[src/rtl/synth_pkg.sv]
// Shared definitions for the DE2 synthesizer keyboard path: PS/2 scan-code
// constants, the make/break/extended prefix state encoding and a constant
// ceil(log2) helper used to size counters.
package synth_pkg;

    // Prefix bytes of the PS/2 set-2 protocol
    localparam logic [7:0] SC_BREAK  = 8'hF0;
    localparam logic [7:0] SC_EXT    = 8'hE0;

    // Digit keys 1..8 on the main keyboard row
    localparam logic [7:0] SC_KEY1   = 8'h16;
    localparam logic [7:0] SC_KEY2   = 8'h1E;
    localparam logic [7:0] SC_KEY3   = 8'h26;
    localparam logic [7:0] SC_KEY4   = 8'h25;
    localparam logic [7:0] SC_KEY5   = 8'h2E;
    localparam logic [7:0] SC_KEY6   = 8'h36;
    localparam logic [7:0] SC_KEY7   = 8'h3D;
    localparam logic [7:0] SC_KEY8   = 8'h3E;

    // Keypad '.' (dotted-note toggle when that feature is built in)
    localparam logic [7:0] SC_KP_DOT = 8'h71;

    // Where we are inside a multi-byte scan-code sequence
    typedef enum logic [1:0] {
        ST_IDLE    = 2'd0,
        ST_BRK     = 2'd1,
        ST_EXT     = 2'd2,
        ST_EXT_BRK = 2'd3
    } prefix_state_e;

    // ceil(log2(value)); returns 0 for value <= 1
    function automatic int clog2(input int value);
        int result;
        result = 0;
        for (int i = 0; i < 31; i++) begin
            if ((1 << i) < value) begin
                result = i + 1;
            end
        end
        return result;
    endfunction

endpackage

[src/rtl/note_timer.sv]
// Note duration timer: a prescaler divides clk into duration ticks and a tick
// counter counts the latched load value down. active_o is high for exactly
// load_i * TICK_DIV cycles after a start; done_o marks the last of them.
// A start while running reloads both counters (retrigger) and suppresses done.
module note_timer #(
    parameter int TICK_DIV = 12500,
    parameter int PW       = 14,
    parameter int TW       = 12
) (
    input  logic          clk,
    input  logic          resetn,
    input  logic          start_i,
    input  logic [TW-1:0] load_i,
    output logic          active_o,
    output logic          done_o
);

    localparam logic [PW-1:0] PRESC_MAX = PW'(TICK_DIV - 1);

    logic          active_q, active_d;
    logic [PW-1:0] presc_q,  presc_d;
    logic [TW-1:0] ticks_q,  ticks_d;
    logic          last_cycle;

    // Final cycle of a note: one tick left and the prescaler about to wrap.
    // A load of 0 is treated like 1 so the timer can never run away.
    assign last_cycle = active_q && (ticks_q <= TW'(1)) && (presc_q == '0);

    // Timer state registers
    always_ff @(posedge clk or negedge resetn) begin
        if (!resetn) begin
            active_q <= 1'b0;
            presc_q  <= '0;
            ticks_q  <= '0;
        end else begin
            active_q <= active_d;
            presc_q  <= presc_d;
            ticks_q  <= ticks_d;
        end
    end

    // Load on start, otherwise count the prescaler and ticks down
    always_comb begin
        active_d = active_q;
        presc_d  = presc_q;
        ticks_d  = ticks_q;
        if (start_i) begin
            active_d = 1'b1;
            presc_d  = PRESC_MAX;
            ticks_d  = load_i;
        end else if (active_q) begin
            if (last_cycle) begin
                active_d = 1'b0;
                presc_d  = '0;
                ticks_d  = '0;
            end else if (presc_q == '0) begin
                presc_d = PRESC_MAX;
                ticks_d = ticks_q - TW'(1);
            end else begin
                presc_d = presc_q - PW'(1);
            end
        end
    end

    assign active_o = active_q;
    // A retrigger landing on the terminal cycle wins over the done pulse
    assign done_o   = last_cycle && !start_i;

endmodule

[src/rtl/note_length_sequencer.sv]
// Note-length sequencer: decodes the PS/2 byte stream (make/break/extended
// prefixes) into a registered note-length index and times notes with
// note_timer. Optional build macro DOTTED_NOTE_EN adds a keypad-'.' dotted
// flag that stretches each latched duration by half.
module note_length_sequencer
    import synth_pkg::*;
#(
    parameter int NUM_LEN     = 8,
    parameter int LEN_W       = 3,
    parameter int DEFAULT_IDX = 3,
    parameter int TICK_DIV    = 12500,
    parameter int BASE_TICKS  = 25
) (
    input  logic             clk,
    input  logic             resetn,
    input  logic [7:0]       scan_code,
    input  logic             scan_valid,
    input  logic             note_start,
    output logic [LEN_W-1:0] length_idx,
    output logic             len_update,
    output logic             note_active,
    output logic             note_done
);

    // Tick count of the longest note; dotting adds up to half again
    localparam int MAX_TICKS = BASE_TICKS << (NUM_LEN - 1);
`ifdef DOTTED_NOTE_EN
    localparam int TW = clog2(MAX_TICKS + 1) + 1;
`else
    localparam int TW = clog2(MAX_TICKS + 1);
`endif
    localparam int PW = (clog2(TICK_DIV) < 1) ? 1 : clog2(TICK_DIV);

    prefix_state_e    state_q, state_d;
    logic [LEN_W-1:0] length_idx_q, length_idx_d;
    logic             len_update_q, len_update_d;
    logic             key_hit;
    logic [3:0]       key_idx;
    logic [LEN_W-1:0] shift_amt;
    logic [TW-1:0]    base_ticks;
    logic [TW-1:0]    load_ticks;
`ifdef DOTTED_NOTE_EN
    logic             dotted_q, dotted_d;
`endif

    // Digit-key map; anything else is an unmapped make code
    always_comb begin
        key_hit = 1'b1;
        key_idx = 4'd0;
        case (scan_code)
            SC_KEY1: key_idx = 4'd0;
            SC_KEY2: key_idx = 4'd1;
            SC_KEY3: key_idx = 4'd2;
            SC_KEY4: key_idx = 4'd3;
            SC_KEY5: key_idx = 4'd4;
            SC_KEY6: key_idx = 4'd5;
            SC_KEY7: key_idx = 4'd6;
            SC_KEY8: key_idx = 4'd7;
            default: key_hit = 1'b0;
        endcase
    end

    // Prefix state, selected length and update pulse registers
    always_ff @(posedge clk or negedge resetn) begin
        if (!resetn) begin
            state_q      <= ST_IDLE;
            length_idx_q <= LEN_W'(DEFAULT_IDX);
            len_update_q <= 1'b0;
        end else begin
            state_q      <= state_d;
            length_idx_q <= length_idx_d;
            len_update_q <= len_update_d;
        end
    end

`ifdef DOTTED_NOTE_EN
    // Dotted-note flag register
    always_ff @(posedge clk or negedge resetn) begin
        if (!resetn) begin
            dotted_q <= 1'b0;
        end else begin
            dotted_q <= dotted_d;
        end
    end
`endif

    // Prefix FSM: only a plain make code in IDLE may change the selection
    always_comb begin
        state_d      = state_q;
        length_idx_d = length_idx_q;
        len_update_d = 1'b0;
`ifdef DOTTED_NOTE_EN
        dotted_d     = dotted_q;
`endif
        if (scan_valid) begin
            case (state_q)
                ST_IDLE: begin
                    if (scan_code == SC_BREAK) begin
                        state_d = ST_BRK;
                    end else if (scan_code == SC_EXT) begin
                        state_d = ST_EXT;
                    end else if (key_hit && (int'(key_idx) < NUM_LEN)) begin
                        length_idx_d = LEN_W'(key_idx);
                        len_update_d = 1'b1;
                    end
`ifdef DOTTED_NOTE_EN
                    else if (scan_code == SC_KP_DOT) begin
                        dotted_d     = !dotted_q;
                        len_update_d = 1'b1;
                    end
`endif
                end
                ST_BRK: begin
                    state_d = ST_IDLE;
                end
                ST_EXT: begin
                    state_d = (scan_code == SC_BREAK) ? ST_EXT_BRK : ST_IDLE;
                end
                ST_EXT_BRK: begin
                    state_d = ST_IDLE;
                end
                default: begin
                    state_d = ST_IDLE;
                end
            endcase
        end
    end

    // Index 0 is the longest note: shift the base count up by NUM_LEN-1-idx
    assign shift_amt  = LEN_W'(NUM_LEN - 1) - length_idx_q;
    assign base_ticks = TW'(BASE_TICKS) << shift_amt;
`ifdef DOTTED_NOTE_EN
    assign load_ticks = dotted_q ? (base_ticks + (base_ticks >> 1)) : base_ticks;
`else
    assign load_ticks = base_ticks;
`endif

    note_timer #(
        .TICK_DIV (TICK_DIV),
        .PW       (PW),
        .TW       (TW)
    ) u_note_timer (
        .clk      (clk),
        .resetn   (resetn),
        .start_i  (note_start),
        .load_i   (load_ticks),
        .active_o (note_active),
        .done_o   (note_done)
    );

    assign length_idx = length_idx_q;
    assign len_update = len_update_q;

endmodule

[config.mk]
export PLATFORM = sky130hd
export DESIGN_NAME = note_length_sequencer
export DESIGN_NICKNAME = d
export VERILOG_FILES = /design/src/rtl/synth_pkg.sv /design/src/rtl/note_timer.sv /design/src/rtl/note_length_sequencer.sv
export SDC_FILE = /design/constraint.sdc
export NUM_CORES = 1
export LEC_CHECK = 0
export BUFFER_PORTS_ARGS = -buffer_cell sky130_fd_sc_hd__buf_2
export CORE_MARGIN = 5
export CORE_UTILIZATION = 55
export CTS_BUF_LIST = sky130_fd_sc_hd__clkbuf_4 sky130_fd_sc_hd__clkbuf_8
export DETAILED_ROUTE_END_ITERATION = 16
export HOLD_SLACK_MARGIN = 0.02
export PLACE_DENSITY = 0.74
export SETUP_SLACK_MARGIN = 0.3
export SYNTH_ARGS = -nofsm -noshare
export SYNTH_HDL_FRONTEND = slang
export SYNTH_HIERARCHICAL = 1
export SYNTH_SLANG_ARGS = --single-unit
[constraint.sdc]
create_clock -name clk -period 6.84 [get_ports clk]
set_clock_uncertainty 0.15 [all_clocks]
set_input_delay 0.684 -clock clk [delete_from_list [all_inputs] [get_ports clk]]
set_output_delay 0.684 -clock clk [all_outputs]
set_load 0.01 [all_outputs]
==> PnR_summary.wiki, run 1 <==
{| class="wikitable"
! Metric !! Value
|-
| Met2 WL || 2280 um
|-
| Synthesized area per cell || 8.86 sq um
|-
| Detail Placement HPWL || 3510 um
|-
| Synth Instances || 248
|-
| CTS root buf || sky130_fd_sc_hd__clkbuf_8
|-
| Sum of routed wire segments on met1 || 2230 um
|-
| Share of total power in combinational logic || 0.169
|-
| Slew margin rel. || 0.417
|-
| Maximum clock path buffer count || 2
|-
| Number of global-route vias before repair || 1794
|-
| Result of the run || completed
|-
| Iteration-0 DRC count of the detailed router || 143
|-
| Largest fanout of any net on the critical path || 9
|-
| Max Cap Violations || 0
|-
| Type of the setup path with the least slack || register to output pin
|-
| Main area contributors after synthesis || sky130_fd_sc_hd__dfrtp_1, sky130_fd_sc_hd__nor2_1, sky130_fd_sc_hd__ha_1
|-
| Synth unique cells || 57
|-
| Y dimension of the die || 73.2 um
|-
| Max Fclk || 290 MHz
|-
| # hold bufs at CTS || 0
|-
| Detailed-route vias per instance || 6.03
|-
| Uppermost layer routed || met4
|-
| Data arrival time at the worst-slack endpoint || 2610 ps
|-
| Seq/Total Area, Yosys || 0.377
|-
| Share of post-route cells with drive strength above 1 || 0.167
|-
| Mapped cell area || 0.00220 sq mm
|-
| NetSw || 0.000140 W
|-
| Total power || 0.000492 W
|-
| Count of pins on the block boundary || 18
|-
| Time the worst path needs with I/O delays and setup || 3440 ps
|-
| CTS tree || yes
|-
| Final setup violation count || 0
|-
| Area added between synthesis and finish || 10.0%
|-
| Transition at the pin with the smallest max-transition slack || 862 ps
|-
| Number of antenna violations at the first check in global routing || 0
|-
| Final wirelength || 4810 um
|-
| Hold slack || 308 ps
|-
| Clock power frac || 0.371
|-
| Chip Width || 73.2 um
|-
| Remaining design rule violation count || 0
|-
| Number of buffers created by CTS || 5
|-
| Number of rows in the core area || 23
|-
| Post-layout instance area || 0.00242 sq mm
|-
| Placed cell area || 0.00230 sq mm
|-
| Critical Path End Type || output pin
|-
| Critical path launch point type || register
|-
| Total congestion overflow after global routing || 0
|-
| Cell Int Power || 0.000352 W
|-
| Initial core utilization || 0.557
|-
| # fillers || 327
|-
| Count of flip-flops with a built-in enable after synthesis || 0
|-
| Synthesis-stage register bit count || 33
|-
| Met3 wirelength from detailed routing || 266 um
|-
| Ys flop type || sky130_fd_sc_hd__dfrtp_1
|-
| Final clock period utilization by the worst path || 0.504
|-
| Largest net degree at the start of global routing || 34
|-
| RSZ-0062 raised after global routing || false
|-
| Top cell type by total area after synthesis || sky130_fd_sc_hd__dfrtp_1
|-
| Yosys top cell area share || 0.353
|-
| Share of async-settable or async-resettable flops after synthesis || 1.00
|-
| Leakage power || 0.990 nW
|-
| Switching power as a share of total power || 0.285
|-
| DRT antenna net count || 0
|-
| PostCTS Resize Cnt || 0
|-
| Count of TritonRoute iterations in the first routing pass || 4
|-
| Port Buf Inserts || 17
|-
| Area of the die || 0.00536 sq mm
|-
| Number of sinks handled by clock tree synthesis || 33
|-
| Overall track demand over capacity in global routing || 0.201
|-
| Data required time of the worst path || 6010 ps
|-
| Number of nets at the end of the flow || 281
|-
| Pins over their slew limit || 0
|-
| H-tree level count || 2
|-
| Overall via count from detail_route || 1888
|-
| Area taken by multi-input logic gates || 0.00128 sq mm
|-
| Power density relative to cell area || 204 mW/mm^2
|-
| Weighted congestion at the end of routability-driven global placement || 0.840
|-
| Number of placed cells counting well taps || 305
|-
| Count of yosys warnings during synthesis || 6
|-
| Average wire per cell in the routed design || 15.4 um
|-
| First-pass GRT wire length || 8330 um
|-
| CORE AREA || 0.00394 sq mm
|-
| Post-Synthesis Net Count || 267
|-
| Seq. cell area || 828 sq um
|-
| Largest vdd supply drop || 0.119 mV
|-
| Setup repair bufs after CTS || 0
|-
| Final std cells w/o fill || 313
|-
| Sum Neg Setup Slack || 0 ps
|-
| Count of antenna diodes in the layout || 0
|-
| Path class of the lowest-slack min-delay path || input pin to asynchronous set/reset pin
|-
| Clock network latency to the later pin of the worst-skew pair || 280 ps
|-
| Fraction of power consumed by sequential logic || 0.460
|-
| Hold Violations, Final || 0
|-
| Clock-pin slew reported for the worst setup and hold paths after clock tree synthesis || 70 ps
|}
==> critical path: stages (launching register included) <==
cell,delay (ps)
sky130_fd_sc_hd__dfrtp_1,390
sky130_fd_sc_hd__inv_1,100
sky130_fd_sc_hd__ha_1,190
sky130_fd_sc_hd__or3b_2,510
sky130_fd_sc_hd__nor4_4,510
sky130_fd_sc_hd__nand3_1,260
sky130_fd_sc_hd__nor2_1,210
sky130_fd_sc_hd__buf_2,160
==> routing by layer <==
metal / global-route usage / vias up
met5: 0 / -
met4: 0.0615 / 0
met3: 0.0455 / 2
met2: 0.325 / 43
met1: 0.267 / 913
li1: - / 930
==> per-stage QoR <==
stage                     worst slack (ps)   util
after floorplan                       4070      -
after global placement                3790  0.584
after detailed placement              3750  0.584
after CTS                             3400  0.613
after global routing                  3120  0.613
final                                 3400  0.613
==> power groups by stage <==
stage | combinational (W) | clock, W | sequential (W)
final | 0.0000831 | 0.000183 | 0.000226
after floorplan | 0.0000624 | 0 | 0.000223
after CTS | 0.0000830 | 0.000189 | 0.000226
after detailed placement | 0.0000825 | 0 | 0.000229
after global placement | 0.0000816 | 0 | 0.000229
after global routing | 0.0000938 | 0.000199 | 0.000229
==> cell usage in the layout (no fill, tap or decap), types with 5 or more instances in the layout <==
| master | Yosys | layout |
|---|---|---|
| sky130_fd_sc_hd__nor4_1 | 7 | 7 |
| sky130_fd_sc_hd__o31ai_1 | 6 | 6 |
| sky130_fd_sc_hd__a21oi_1 | 16 | 16 |
| sky130_fd_sc_hd__buf_2 | 4 | 17 |
| sky130_fd_sc_hd__nand2b_1 | 5 | 5 |
| sky130_fd_sc_hd__nand2_1 | 18 | 18 |
| sky130_fd_sc_hd__ha_1 | 7 | 7 |
| sky130_fd_sc_hd__or3_1 | 6 | 6 |
| sky130_fd_sc_hd__o21ai_0 | 8 | 8 |
| sky130_fd_sc_hd__mux2i_1 | 6 | 6 |
| sky130_fd_sc_hd__xnor2_1 | 6 | 6 |
| sky130_fd_sc_hd__dfrtp_1 | 31 | 31 |
| sky130_fd_sc_hd__a22oi_1 | 5 | 5 |
| sky130_fd_sc_hd__nor3_1 | 6 | 6 |
| sky130_fd_sc_hd__inv_1 | 11 | 11 |
| sky130_fd_sc_hd__nor2_1 | 33 | 33 |
| sky130_fd_sc_hd__clkbuf_8 | 0 | 5 |
==> flip-flops by register name, indices dropped and copies added, names as in the netlist <==
name and flops:
u_note_timer/presc_q 14, u_note_timer/ticks_q 12, length_idx 3, state_q 2
len_update 1, u_note_timer/active_o 1
==> cells by family after synthesis <==
kind of cell    synth area share
fa+ha+maj                 0.0399
compound gates             0.166
xor+xnor                  0.0319
flops                      0.377
simple gates               0.292
buf+inv                   0.0399
mux                       0.0530
==> layout make-up <==
cell class | count | share of cell area
multi-input combinational | 193 | 0.530
clock buffer | 5 | 0.0285
tap | 50 | 0.0259
timing repair buffer | 17 | 0.0352
sequential | 33 | 0.343
inverter | 12 | 0.0186
clock inverter | 3 | 0.0192
==> cells in the mapped netlist (4+ instances only) <==
cell type and n:
sky130_fd_sc_hd__o21ai_0 8, sky130_fd_sc_hd__nor4b_1 4, sky130_fd_sc_hd__ha_1 7, sky130_fd_sc_hd__or4_1 4
sky130_fd_sc_hd__o31ai_1 6, sky130_fd_sc_hd__nand2b_1 5, sky130_fd_sc_hd__a22oi_1 5, sky130_fd_sc_hd__or3_1 6
sky130_fd_sc_hd__nor4_1 7, sky130_fd_sc_hd__nand2_1 18, sky130_fd_sc_hd__clkbuf_1 6, sky130_fd_sc_hd__nor2_1 33
sky130_fd_sc_hd__nor3_1 6, sky130_fd_sc_hd__o211ai_1 4, sky130_fd_sc_hd__inv_1 11, sky130_fd_sc_hd__xnor2_1 6
sky130_fd_sc_hd__buf_2 4, sky130_fd_sc_hd__mux2i_1 6, sky130_fd_sc_hd__mux2_2 4, sky130_fd_sc_hd__a21oi_1 16
sky130_fd_sc_hd__dfrtp_1 31
==> final timing paths <==
kind,to,cells past startpoint,start,slack [ps]
min in group clk,u_note_timer/presc_q[6],1,u_note_timer/presc_q[6],380
worst max register to register,u_note_timer/presc_q[13],7,u_note_timer/presc_q[0],4100
max in group asynchronous,u_note_timer/ticks_q[6],1,resetn,5760
worst min-delay path,u_note_timer/presc_q[5],1,resetn,310
worst max-delay path,note_done,7,u_note_timer/presc_q[0],3400
worst min register to register,u_note_timer/presc_q[6],1,u_note_timer/presc_q[6],380
Power figures use the tool's default switching activity.
==> run 2: changes to the inputs <==
- ABC_AREA: not set -> 1
- PLACE_DENSITY: 0.74 -> 0.77
- clock period: 6.84 -> 3 ns (I/O delays scaled with it)
==> run 2 against run 1 <==
Compared with the run above: sequential power increased by 140%; sequential share of layout area decreased by 4.8 points; critical path type unchanged; highest routed layer unchanged; wire length increased by 11%; critical endpoint unchanged.
==> PnR_summary.wiki, run 2 <==
{| class="wikitable"
! Metric !! Value
|-
| Port Buf Inserts || 17
|-
| Clock network latency to the later pin of the worst-skew pair || 300 ps
|-
| H-tree level count || 2
|-
| Register ranked first by flip-flop count || u_note_timer/presc_q
|-
| Data required time of the worst path || 2550 ps
|-
| Time the worst path needs with I/O delays and setup || 2250 ps
|-
| Min setup slack post-route || 747 ps
|-
| End point of the worst hold path || state_q[0]
|-
| Hold Violations, Final || 0
|-
| Count of yosys warnings during synthesis || 6
|-
| Met1 Track Usage GR || 0.240
|-
| Transition at the pin with the smallest max-transition slack || 741 ps
|-
| Area of the die || 0.00621 sq mm
|-
| Overall track demand over capacity in global routing || 0.196
|-
| # hold bufs at CTS || 1
|-
| Final clock period utilization by the worst path || 0.751
|-
| Largest stage delay on the critical path || 410 ps
|-
| Weighted congestion at the end of routability-driven global placement || 0.882
|-
| Mapped cell area || 0.00261 sq mm
|-
| Critical path launch point type || register
|-
| Number of buffers and inverters on the critical path || 3
|-
| RSZ-0062 raised after global routing || false
|-
| Global route hottest layer || met2
|-
| Count of pins on the block boundary || 18
|-
| Yosys top cell area share || 0.298
|-
| Power density relative to cell area || 444 mW/mm^2
|-
| Result of the run || completed
|-
| Max Cap Violations || 0
|-
| Synthesis-stage register bit count || 33
|-
| Number of sinks handled by clock tree synthesis || 33
|-
| Overall via count from detail_route || 2368
|-
| First-pass GRT wire length || 9820 um
|-
| Critical Path End Type || output pin
|-
| Detail Placement HPWL || 4000 um
|-
| Largest net degree at the start of global routing || 34
|-
| Maximum clock path buffer count || 2
|-
| # fillers || 422
|-
| Area added between synthesis and finish || 7.73%
|-
| Most common cell on crit path || sky130_fd_sc_hd__inv_1
|-
| Count of antenna diodes in the layout || 0
|-
| PostCTS Resize Cnt || 0
|-
| Main area contributors after synthesis || sky130_fd_sc_hd__dfrtp_1, sky130_fd_sc_hd__nand2_1, sky130_fd_sc_hd__nor2_1
|-
| Synthesized area per cell || 6.68 sq um
|-
| Slew margin rel. || 0.506
|-
| Path class of the lowest-slack min-delay path || input pin to register
|-
| CTS root buf || sky130_fd_sc_hd__clkbuf_8
|-
| Commonest non-fill, non-tap cell in the layout || sky130_fd_sc_hd__nand2_1
|-
| Number of nets at the end of the flow || 428
|-
| Finished Core Util || 0.602
|-
| Slack of the worst reg-to-reg path || 980 ps
|-
| Post-Synthesis Net Count || 409
|-
| Max Fclk || 444 MHz
|-
| Slowest library cell on the worst path || sky130_fd_sc_hd__dfrtp_1
|-
| Worst Setup Slack post-DPL || 1000 ps
|-
| Detailed-route vias per instance || 5.10
|-
| Number of global-route vias before repair || 2310
|-
| Routing usage on met3 || 0.0476
|-
| Setup repair bufs after CTS || 0
|-
| Synth unique cells || 33
|-
| Top cell type by total area after synthesis || sky130_fd_sc_hd__dfrtp_1
|-
| CTS tree || yes
|-
| Max FFs per register || 14
|-
| Number of rows in the core area || 25
|-
| Ys flop type || sky130_fd_sc_hd__dfrtp_1
|-
| Worst Setup SP || u_note_timer/ticks_q[0]
|-
| Clock-pin slew reported for the worst setup and hold paths after clock tree synthesis || 80 ps
|-
| Data arrival time at the worst-slack endpoint || 1800 ps
|-
| Worst reg2reg path depth || 9
|-
| Critical register-to-register path startpoint || u_note_timer/presc_q[0]
|-
| Critical path cell sequence || inv_1 > ha_1 > inv_1 > nand2_1 > nand3_1 > nand3b_1 > nor2_1 > buf_2
|-
| Y dimension of the die || 78.8 um
|-
| Hold_sp || scan_valid
|-
| Number of buffers created by CTS || 5
|-
| Count of flip-flops with a built-in enable after synthesis || 0
|-
| DRT antenna net count || 0
|-
| Cell with the most instances after synthesis || sky130_fd_sc_hd__nand2_1
|-
| Met2 global-route usage || 0.341
|-
| Initial core utilization || 0.559
|-
| Top cell types by occurrence after synthesis || sky130_fd_sc_hd__nand2_1, sky130_fd_sc_hd__nor2_1, sky130_fd_sc_hd__inv_1, sky130_fd_sc_hd__nand3_1, sky130_fd_sc_hd__dfrtp_1
|-
| Seq/Total Area, Yosys || 0.318
|-
| Type of the setup path with the least slack || register to output pin
|-
| Total congestion overflow after global routing || 0
|-
| Destination of the worst register-to-register timing path || u_note_timer/ticks_q[8]
|-
| Share of async-settable or async-resettable flops after synthesis || 1.00
|-
| Commonest non-fill, non-tap cells in the layout || sky130_fd_sc_hd__nand2_1, sky130_fd_sc_hd__nor2_1, sky130_fd_sc_hd__inv_1
|-
| Leakage power || 1.51 nW
|-
| Largest vdd supply drop || 0.287 mV
|-
| Count of TritonRoute iterations in the first routing pass || 4
|-
| Number of antenna violations at the first check in global routing || 0
|-
| Sum Neg Setup Slack || 0 ps
|-
| Chip Width || 78.8 um
|-
| Largest fanout of any net on the critical path || 4
|-
| Average wire per cell in the routed design || 11.5 um
|-
| Final wirelength || 5320 um
|-
| Worst hold path depth || 3
|-
| Final setup violation count || 0
|-
| Share of post-route cells with drive strength above 1 || 0.166
|-
| Top cell family by delay on the critical path || simple AND/OR/NAND/NOR gates
|-
| Remaining design rule violation count || 0
|-
| Iteration-0 DRC count of the detailed router || 116
|-
| Pins over their slew limit || 0
|-
| Synth Instances || 390
|-
| CORE AREA || 0.00466 sq mm
|}
==> run 2: changes by cell type in the layout (fill, tap and decap cells not counted), sizes merged, moves of 5 or more <==
| cell | change |
|---|---|
| nand2 | +78 |
| inv | +54 |
| nor2 | +49 |
| nand3 | +41 |
| nor4 | -8 |
| or3 | -7 |
| mux2i | -6 |
| o31ai | -6 |
| or4 | -6 |
| a22oi | -5 |
| mux2 | -5 |
| nand2b | -5 |
==> run 2: layout make-up <==
cell class,count,area [sq um],share of cell area
Tap cell,54,67.6,0.0241
Sequential cell,33,828,0.295
Multi-Input combinational cell,284,1470,0.524
Clock inverter,3,17.5,0.00624
Timing Repair Buffer,19,103,0.0365
Inverter,66,253,0.0900
Clock buffer,5,68.8,0.0245
==> run 2: power by group <==
| group | switching (W) | leakage (nW) | internal [W] | total, W |
|---|---|---|---|---|
| clock network | 0.000174 | 0.0439 | 0.000160 | 0.000334 |
| logic | 0.000214 | 1.08 | 0.000146 | 0.000360 |
| registers | 0.0000594 | 0.384 | 0.000493 | 0.000553 |
| total | 0.000447 | 1.51 | 0.000799 | 0.00125 |
==> run 2: worst max-delay path by stage <==
| stage | endpoint | cells past startpoint |
|---|---|---|
| 5_1_grt | note_done | 8 |
| 3_5_place_dp | u_note_timer/ticks_q[8] | 9 |
| 4_1_cts | note_done | 8 |
| 6_report | note_done | 8 |
| 2_1_floorplan | u_note_timer/ticks_q[0] | 10 |
| 3_3_place_gp | u_note_timer/ticks_q[6] | 9 |
==> run 2: worst min-delay path, stage by stage <==
cell and delay, ps:
sky130_fd_sc_hd__buf_2 90, sky130_fd_sc_hd__and2_4 150, sky130_fd_sc_hd__o21ai_1 50
==> run 2: kinds of logic (layout without fill, tap and decap cells) <==
| kind of cell | after synthesis | count (layout) | share of synthesized area |
|---|---|---|---|
| flops | 33 | 33 | 0.318 |
| fa+ha+maj | 7 | 7 | 0.0336 |
| simple gates | 233 | 233 | 0.414 |
| xor+xnor | 12 | 12 | 0.0403 |
| compound gates | 32 | 32 | 0.0763 |
| buf+inv | 73 | 93 | 0.118 |
==> run 2: per-stage QoR <==
stage	cell area (sq um)	hold slack (ps)	std cells	power, W
floorplan	2610	-146	390	0.000839
global placement	2710	250	455	0.000907
detailed placement	2710	258	455	0.000920
CTS	2810	177	464	0.00126
global route	2810	198	464	0.00134
finish	2810	176	464	0.00125
==> run 2: routing by layer <==
metal | part of all wire | wire length [um] | vias up
met5 | 0 | 0 | -
met4 | 0.011 | 60 | 0
met3 | 0.038 | 200 | 6
met2 | 0.50 | 2680 | 42
met1 | 0.45 | 2370 | 1087
li1 | - | - | 1233
